File: config.mk
export PLATFORM = sky130hd
export DESIGN_NAME = mac_stream_sequencer
export DESIGN_NICKNAME = d
export VERILOG_FILES = /design/src/rtl/mac_pkg.sv /design/src/rtl/mac_stream_sequencer.sv
export SDC_FILE = /design/constraint.sdc
export NUM_CORES = 1
export LEC_CHECK = 0
export BUFFER_PORTS_ARGS = -buffer_cell sky130_fd_sc_hd__buf_2
export CAP_MARGIN = 30
export CORE_UTILIZATION = 49
export CTS_CLUSTER_DIAMETER = 30
export DETAILED_ROUTE_END_ITERATION = 10
export PLACE_DENSITY = 0.82
export SLEW_MARGIN = 5
export SYNTH_ARGS = -nofsm -noshare
export SYNTH_HDL_FRONTEND = slang
export SYNTH_SLANG_ARGS = --single-unit
File: constraint.sdc
create_clock -name clk -period 2.3 [get_ports clk]
set_clock_uncertainty 0.2 [all_clocks]
set_input_delay 0.46 -clock clk [delete_from_list [all_inputs] [get_ports clk]]
set_output_delay 0.46 -clock clk [all_outputs]
set_load 0.01 [all_outputs]
File: src/rtl/mac_pkg.sv
// mac_pkg
//   Shared definitions for the MAC register interface and the stream sequencer
//   that drives it: register addresses, CTRL bit positions, the sequencer state
//   encoding and a helper that assembles a CTRL word.
package mac_pkg;

    localparam logic [7:0] ADDR_INA    = 8'h24;
    localparam logic [7:0] ADDR_INB    = 8'h25;
    localparam logic [7:0] ADDR_ACC_LO = 8'h26;
    localparam logic [7:0] ADDR_ACC_HI = 8'h27;
    localparam logic [7:0] ADDR_OUT    = 8'h28;
    localparam logic [7:0] ADDR_CTRL   = 8'h29;

    // CTRL = {ON, SHIFT[2:0], MODE[1:0], START, I_MSK}
    localparam int CTRL_ON        = 7;
    localparam int CTRL_SHIFT_LSB = 4;
    localparam int CTRL_MODE_LSB  = 2;
    localparam int CTRL_START     = 1;
    localparam int CTRL_IMSK      = 0;

    localparam logic [1:0] MODE_ILLEGAL = 2'b11;

    typedef enum logic [3:0] {
        IDLE,
        LOAD_A,
        LOAD_B,
        CLR,
        GO,
        WAIT,
        ABORT,
        READ_LO,
        READ_HI,
        READ_OUT,
        CAP,
        RESP
    } seq_state_e;

    function automatic logic [31:0] ctrl_word(input logic [2:0] shift,
                                              input logic [1:0] mode,
                                              input logic       start);
        logic [31:0] w;
        w                          = '0;
        w[CTRL_ON]                 = 1'b1;
        w[CTRL_SHIFT_LSB +: 3]     = shift;
        w[CTRL_MODE_LSB +: 2]      = mode;
        w[CTRL_START]              = start;
        w[CTRL_IMSK]               = 1'b1;
        return w;
    endfunction

endpackage

File: src/rtl/mac_stream_sequencer.sv
// mac_stream_sequencer
//   Bus-master front end for the MAC register block. Accepts a dot-product
//   command, streams operand pairs into INA/INB, pulses START once per element,
//   waits for the MAC done interrupt, then reads ACC_LO/ACC_HI/OUT back and
//   returns a single result beat.
//
//   Ports
//     clk, reset                     clock, synchronous active-high reset
//     cmd_valid/cmd_ready            command handshake (len, mode, shift)
//     op_valid/op_ready, op_a/op_b   operand handshake, one pair per element
//     res_valid/res_ready            result handshake (res_acc, res_out, res_err)
//     mac_addr/mac_wdata/mac_we      register bus towards the MAC block
//     mac_rdata, mac_irq             registered read data and done interrupt
//     busy                           high whenever not idle
//
//   Every bus output is registered: the operation chosen in a state becomes
//   visible on the bus during the following cycle.
module mac_stream_sequencer
    import mac_pkg::*;
#(
    parameter int LEN_W    = 8,
    parameter int TIMEOUT  = 64,
    parameter int IRQ_HOLD = 3
) (
    input  logic             clk,
    input  logic             reset,
    input  logic             cmd_valid,
    output logic             cmd_ready,
    input  logic [LEN_W-1:0] cmd_len,
    input  logic [1:0]       cmd_mode,
    input  logic [2:0]       cmd_shift,
    input  logic             op_valid,
    output logic             op_ready,
    input  logic [31:0]      op_a,
    input  logic [31:0]      op_b,
    output logic             res_valid,
    input  logic             res_ready,
    output logic [39:0]      res_acc,
    output logic [15:0]      res_out,
    output logic             res_err,
    output logic [7:0]       mac_addr,
    output logic [31:0]      mac_wdata,
    output logic             mac_we,
    input  logic [31:0]      mac_rdata,
    input  logic             mac_irq,
    output logic             busy
);

    localparam int HOLD_W = (IRQ_HOLD < 1) ? 1 : $clog2(IRQ_HOLD + 1);
    localparam int TMO_W  = $clog2(TIMEOUT + 1);

    seq_state_e       state_q, state_d;
    logic [LEN_W-1:0] rem_q, rem_d;
    logic [HOLD_W-1:0] hold_q, hold_d;
    logic [TMO_W-1:0] tmo_q, tmo_d;
    logic [1:0]       mode_q, mode_d;
    logic [2:0]       shift_q, shift_d;
    logic [31:0]      opb_q, opb_d;
    logic [7:0]       addr_q, addr_d;
    logic [31:0]      wdata_q, wdata_d;
    logic             we_q, we_d;
    logic             res_valid_q, res_valid_d;
    logic [39:0]      acc_q, acc_d;
    logic [15:0]      out_q, out_d;
    logic             err_q, err_d;

    always_ff @(posedge clk) begin
        if (reset) begin
            state_q     <= IDLE;
            rem_q       <= '0;
            hold_q      <= '0;
            tmo_q       <= '0;
            mode_q      <= '0;
            shift_q     <= '0;
            opb_q       <= '0;
            addr_q      <= '0;
            wdata_q     <= '0;
            we_q        <= 1'b0;
            res_valid_q <= 1'b0;
            acc_q       <= '0;
            out_q       <= '0;
            err_q       <= 1'b0;
        end else begin
            state_q     <= state_d;
            rem_q       <= rem_d;
            hold_q      <= hold_d;
            tmo_q       <= tmo_d;
            mode_q      <= mode_d;
            shift_q     <= shift_d;
            opb_q       <= opb_d;
            addr_q      <= addr_d;
            wdata_q     <= wdata_d;
            we_q        <= we_d;
            res_valid_q <= res_valid_d;
            acc_q       <= acc_d;
            out_q       <= out_d;
            err_q       <= err_d;
        end
    end

    always_comb begin
        state_d = state_q;
        rem_d   = rem_q;
        hold_d  = hold_q;
        tmo_d   = tmo_q;
        mode_d  = mode_q;
        shift_d = shift_q;
        opb_d   = opb_q;
        acc_d   = acc_q;
        out_d   = out_q;
        err_d   = err_q;
        // bus idles (address 0, no write) unless a state issues an operation
        addr_d  = '0;
        wdata_d = '0;
        we_d    = 1'b0;

        unique case (state_q)
            IDLE: begin
                if (cmd_valid) begin
                    rem_d   = cmd_len;
                    mode_d  = cmd_mode;
                    shift_d = cmd_shift;
                    err_d   = 1'b0;
                    if (cmd_mode == MODE_ILLEGAL) begin
                        state_d = RESP;
                        err_d   = 1'b1;
                        acc_d   = '0;
                        out_d   = '0;
                    end else if (cmd_len == '0) begin
                        state_d = READ_LO;
                        addr_d  = ADDR_ACC_LO;
                    end else begin
                        state_d = LOAD_A;
                    end
                end
            end
            LOAD_A: begin
                if (op_valid) begin
                    we_d    = 1'b1;
                    addr_d  = ADDR_INA;
                    wdata_d = op_a;
                    opb_d   = op_b;
                    state_d = LOAD_B;
                end
            end
            LOAD_B: begin
                we_d    = 1'b1;
                addr_d  = ADDR_INB;
                wdata_d = opb_q;
                state_d = CLR;
            end
            CLR: begin
                // drop START so the next write produces a clean rising edge
                we_d    = 1'b1;
                addr_d  = ADDR_CTRL;
                wdata_d = ctrl_word(shift_q, mode_q, 1'b0);
                state_d = GO;
            end
            GO: begin
                we_d    = 1'b1;
                addr_d  = ADDR_CTRL;
                wdata_d = ctrl_word(shift_q, mode_q, 1'b1);
                hold_d  = HOLD_W'(IRQ_HOLD);
                tmo_d   = '0;
                state_d = WAIT;
            end
            WAIT: begin
                // a level-high irq left over from the previous element is
                // masked until the hold counter has drained
                if (hold_q != '0) begin
                    hold_d = hold_q - HOLD_W'(1);
                end
                if ((hold_q == '0) && mac_irq) begin
                    rem_d = (rem_q != '0) ? rem_q - LEN_W'(1) : rem_q;
                    if (rem_q <= LEN_W'(1)) begin
                        state_d = READ_LO;
                        addr_d  = ADDR_ACC_LO;
                    end else begin
                        state_d = LOAD_A;
                    end
                end else if (tmo_q == TMO_W'(TIMEOUT - 1)) begin
                    state_d = ABORT;
                end else begin
                    tmo_d = tmo_q + TMO_W'(1);
                end
            end
            ABORT: begin
                we_d    = 1'b1;
                addr_d  = ADDR_CTRL;
                wdata_d = '0;
                err_d   = 1'b1;
                acc_d   = '0;
                out_d   = '0;
                state_d = RESP;
            end
            READ_LO: begin
                addr_d  = ADDR_ACC_HI;
                state_d = READ_HI;
            end
            READ_HI: begin
                acc_d[31:0] = mac_rdata;
                addr_d      = ADDR_OUT;
                state_d     = READ_OUT;
            end
            READ_OUT: begin
                acc_d[39:32] = mac_rdata[7:0];
                state_d      = CAP;
            end
            CAP: begin
                out_d   = mac_rdata[15:0];
                state_d = RESP;
            end
            RESP: begin
                if (res_ready) begin
                    state_d = IDLE;
                end
            end
            default: state_d = IDLE;
        endcase

        res_valid_d = (state_d == RESP);
    end

    assign cmd_ready = (state_q == IDLE);
    assign op_ready  = (state_q == LOAD_A);
    assign busy      = (state_q != IDLE);
    assign res_valid = res_valid_q;
    assign res_acc   = acc_q;
    assign res_out   = out_q;
    assign res_err   = err_q;
    assign mac_addr  = addr_q;
    assign mac_wdata = wdata_q;
    assign mac_we    = we_q;

endmodule

# Word-level counts from Yosys, hierarchy flattened
# Cells that the tools add are included.
[classes]
n_eq_ne = 21
n_reduce_logical = 25
add_sub_neg = 3
n_mux = 39
order_cmp = 1
[ops]
columns = ["op", "count"]
rows = [
  ["$pmux W32 S4", 1],
  ["$pmux W32 S3", 1],
  ["$mux W40", 2],
  ["$pmux W16 S3", 1],
  ["$pmux W4 S11", 1],
  ["$pmux W6 S7", 1],
  ["$mux W6", 6],
  ["$mux W16", 2],
  ["$mux W32", 1],
  ["$mux W4", 6],
  ["$mux W8", 3],
  ["$pmux W8 S3", 1],
  ["$eq A4 B4 Y1 const B", 5],
  ["$eq A4 B3 Y1 const B", 4],
  ["$pmux W8 S2", 1],
  ["$mux W7", 2],
  ["$pmux W7 S2", 1],
  ["$ne A2 B2 Y1 const B", 6],
  ["$reduce_and A3 Y1", 4],
  ["$reduce_bool A3 Y1", 3],
  ["$eq A4 B2 Y1 const B", 2],
  ["$le A8 B1 Y1 const B", 1],
  ["$logic_not A8 Y1", 1],
  ["$reduce_and A2 Y1", 4],
  ["other kinds (22)", 29],
]
[totals]
output_inout_bits = 102
elab_cells = 104
register_bits = 157

# Longest topological paths before layout
[logic_depth]
word_depth = 6
ltp_mapped = 9
ltp_nobuf = 7

# Worst setup path after synthesis
# OpenSTA, ideal clock, no wires.
[synth_path]
kind = "register -> register"
from = "register hold_q[0]"
to = "register addr_q[5], in the netlist mac_addr[5]"
arrival_time_ns = 1.643
path_stages_with_launch = 8
setup_time_ns = 0.127
n_path_buf = 0
t_required_ns = 1.973
synth_period_minus_slack_ns = 1.970
setup_slack_ns = 0.330
cell_sequence = "dfxtp_1 > inv_1 > ha_1 > and2_1 > and3_1 > a32o_1 > o41a_1 > o21bai_1"
[synth_via]
elab_chain_cells = 4
[synth_rtl]
columns = ["element", "line_no", "rtl"]
rows = [
  ["start, declared", "mac_stream_sequencer.sv:54", "logic [HOLD_W-1:0] hold_q, hold_d;"],
  ["start signal, assigned", "mac_stream_sequencer.sv:86", "hold_q <= hold_d;"],
  ["$logic_not A2 Y1", "mac_stream_sequencer.sv:173", "if ((hold_q == '0) && mac_irq) begin"],
  ["$logic_and A1 B1 Y1", "mac_stream_sequencer.sv:173", ""],
  ["$mux W6", "mac_stream_sequencer.sv:173", ""],
  ["$pmux W6 S7", "mac_stream_sequencer.sv:117", "unique case (state_q)"],
  ["end signal, assigned", "mac_stream_sequencer.sv:91", "addr_q <= addr_d;"],
  ["end, declared", "mac_stream_sequencer.sv:59", "logic [7:0] addr_q, addr_d;"],
]
# No other way between the ends.
# A chain may end at the register's enable or synchronous reset.

# Worst setup path after layout
[layout_path]
from = "register state_q[0]"
to = "output port cmd_ready"
[layout_via]
elab_chain_cells = 1
[layout_rtl]
columns = ["element", "line_no", "rtl"]
rows = [
  ["start, declared", "mac_stream_sequencer.sv:52", "seq_state_e state_q, state_d;"],
  ["start signal, assigned", "mac_stream_sequencer.sv:84", "state_q <= state_d;"],
  ["$logic_not A4 Y1", "mac_stream_sequencer.sv:224", "assign cmd_ready = (state_q == IDLE);"],
  ["end, declared", "mac_stream_sequencer.sv:28", "output logic cmd_ready,"],
]
# No other way between the ends.

==> flow_metrics.env <==
export IMPL_outcome="finished clean"
export IMPL_drt_pass1_iter_count=5
export IMPL_slew_headroom=0.612
export IMPL_ys_ff_latch=154
export IMPL_r2r_start="state_q[3]$_SDFF_PP0_"
export IMPL_setup_viol=0
export IMPL_synth_cells=654
export IMPL_post_cts_buffers=0
export IMPL_most_common_layout_cells="buf_2, dfxtp_1, nand2_1"
export IMPL_placed_area_sq_um=7230
export IMPL_leakage_nw=3.45
export IMPL_muxShareOfSynthArea=0.00333
export IMPL_p_switching_mw=2.74
export IMPL_final_common_cell="buf_2"
export IMPL_syn_avg_cell_area_sq_um=9.20
export IMPL_cts_tree="yes"
export IMPL_synth_distinct_cells=59
export IMPL_finalCriticalPeriod_ns=2.19
export IMPL_drcViolationCount=0
export IMPL_cts_hold_buffers_added=0
export IMPL_path_class="reg2out"
export IMPL_hp_start="mac_rdata[20]"
export IMPL_antenna_left=0
export IMPL_seqPwrFrac=0.370
export IMPL_tns_ns=0
export IMPL_grt_max_degree=50
export IMPL_dieHeight_um=113
export IMPL_slew_violations=0
export IMPL_worstPathArrival_ns=1.53
export IMPL_syn_area_sq_um=6020
export IMPL_drive_above_1_share=0.331
export IMPL_core_rowCount=40
export IMPL_finalNonFillerCells=1021
export IMPL_portBuffers=213
export IMPL_worstPathMaxFanout=13
export IMPL_cp_start_kind="flip-flop"
export IMPL_wl_per_cell_um=15.5
export IMPL_routed_wl_um=15800
export IMPL_end_kind="primary output"
export IMPL_dr_first_iter_drc_count=538
export IMPL_gp_congestion=0.875
export IMPL_slowest_delay_ns=0.30
export IMPL_via_per_inst=5.44
export IMPL_antenna_found_initial=0
export IMPL_io_pin_count=217
export IMPL_worst_pin_slew_ns=0.577
export IMPL_core_area_sq_um=12000
export IMPL_p_clk_frac=0.355
export IMPL_synth_xor_area_share=0.00436
export IMPL_yosysSeqAreaShare=0.512
export IMPL_grt_ovfl_total=0
export IMPL_fin_ws_ns=0.112
export IMPL_initial_core_util=0.501
export IMPL_finalInstanceArea_sq_um=7880
export IMPL_pwr_density_cell_nw_per_um2=1070
export IMPL_dieArea_sq_um=12700
export IMPL_drv_cap=0
export IMPL_p_total_mw=8.47
export IMPL_place_ws_ns=0.188
export IMPL_dp_cells=989
export IMPL_utilization=0.656
export IMPL_vias=5551
export IMPL_clock_latency_ns=0.42
export IMPL_path_cells="buf_4 > nor2_1 > nand2_2 > inv_2 > buf_2"
export IMPL_slowest_stage="dfxtp_1"
export IMPL_startpoint="state_q[0]$_SDFF_PP0_"
export IMPL_fmax_ghz=0.457
export IMPL_grt_pass1_wl_um=24800
export IMPL_rsz0062_at_grt="false"
export IMPL_cts_root_buf="clkbuf_16"
export IMPL_cts_sinks=154
export IMPL_vdd_drop_max_mv=0.671
export IMPL_area_delta_synth_final_pct=30.9
export IMPL_p_comb_frac=0.275
export IMPL_synthSimpleGateAreaFrac=0.189
export IMPL_fin_nets=981
export IMPL_synth_fa_ha_area_frac=0.0104
export IMPL_path_clk_slew_ns=0.06
export IMPL_holdWs_ns=0.0605
export IMPL_grt_pass1_vias=5095
export IMPL_dominantRegCellSynth="dfxtp_1"
export IMPL_synth_compound_area_frac=0.229
export IMPL_hold_viol_final=0
export IMPL_hpwl_um=10900
export IMPL_grt_total_usage=0.249
export IMPL_synth_top_family_by_area="compound AO/OA/AOI/OAI gates"
export IMPL_cts_max_path_buffers=2
export IMPL_min_path_type="in2reg"
export IMPL_required_ns=1.64
export IMPL_yosysWarnings=0
export IMPL_synth_edf_count=0
export IMPL_antennaDiodeCount=0
export IMPL_period_share=0.951
export IMPL_die_width_um=113
export IMPL_intPower_mw=5.73
export IMPL_synthArstFlopShare=0
export IMPL_htree_levels=4
export IMPL_cts_buffers=17
export IMPL_switching_share=0.323
-- layout make-up --
class / count / area (sq um)
timing repair buffer: 236 / 1280
tap: 147 / 184
clock buffer: 21 / 460
multi-input combinational: 442 / 2650
fill: 970 / 4130
sequential: 154 / 3080
clock inverter: 11 / 183
inverter: 10 / 37.5
-- synthesized netlist by cell type (6+ instances only) --
| master | instances | area share |
|---|---|---|
| buf_4 | 12 | 0.015 |
| o21ai_0 | 16 | 0.013 |
| nand3_1 | 6 | 0.0050 |
| clkbuf_1 | 19 | 0.012 |
| nand2b_1 | 6 | 0.0062 |
| a21oi_1 | 53 | 0.044 |
| inv_1 | 9 | 0.0056 |
| o21a_1 | 6 | 0.0075 |
| dfxtp_1 | 154 | 0.51 |
| a22oi_1 | 26 | 0.032 |
| nor2_1 | 59 | 0.037 |
| a22o_1 | 56 | 0.081 |
| nor2b_1 | 19 | 0.020 |
| nor3_1 | 8 | 0.0067 |
| buf_2 | 17 | 0.014 |
| nand2_1 | 103 | 0.064 |
-- metal layers --
layer | wire, um | global-route usage | vias to the layer above | share of wire
met3 | 1280 | 0.0750 | 42 | 0.081
met2 | 7140 | 0.391 | 252 | 0.45
met5 | 0 | 0 | - | 0
li1 | - | - | 2722 | -
met4 | 524 | 0.134 | 0 | 0.033
met1 | 6890 | 0.307 | 2535 | 0.44
-- logic make-up after synthesis --
kind of cell    Yosys count
simple gates            236
compound gates          193
flops                   154
buf+inv                  60
fa+ha+maj                 5
xor+xnor                  3
mux                       2
other cells               1
-- what timing repair did --
item,in CTS,in global routing
endpoints found under the setup margin,0,2
hold endpoints to repair,0,0
gates resized for setup,0,1
-- state kept, by name, summed over array words and instances (netlist names), 2 cells and up --
register	count
res_acc	40
mac_wdata	32
opb_q	32
res_out	16
rem_q	8
tmo_q	7
mac_addr	5
state_q	4
shift_q	3
hold_q	2
mode_q	2
-- power groups by stage --
stage	Sequential, mW	Combinational (mW)	Clock (mW)
finish	3.13	2.33	3.00
global route	3.16	2.56	3.16
CTS	3.13	2.31	3.04
detailed placement	3.18	2.28	0
global placement	3.18	2.25	0
floorplan	3.20	1.56	0
-- path summary, 6_finish.rpt --
check,to,slack [ns],cells after the start
worst max register to register,mac_addr[5]$_SDFF_PP0_,0.15,7
worst min-delay path,res_acc[20]$_SDFFE_PP0P_,0.06,2
worst min register to register,opb_q[29]$_SDFFE_PP0P_,0.25,2
worst max-delay path,cmd_ready,0.11,5
-- worst max-delay path: cells and delay by family (launching register included) --
kind	cells	cell delay, ns
flip-flops	1	0.30
AND/OR/NAND/NOR	2	0.40
buffers and inverters	3	0.40
Note: power is estimated with default switching activity, not from simulation.
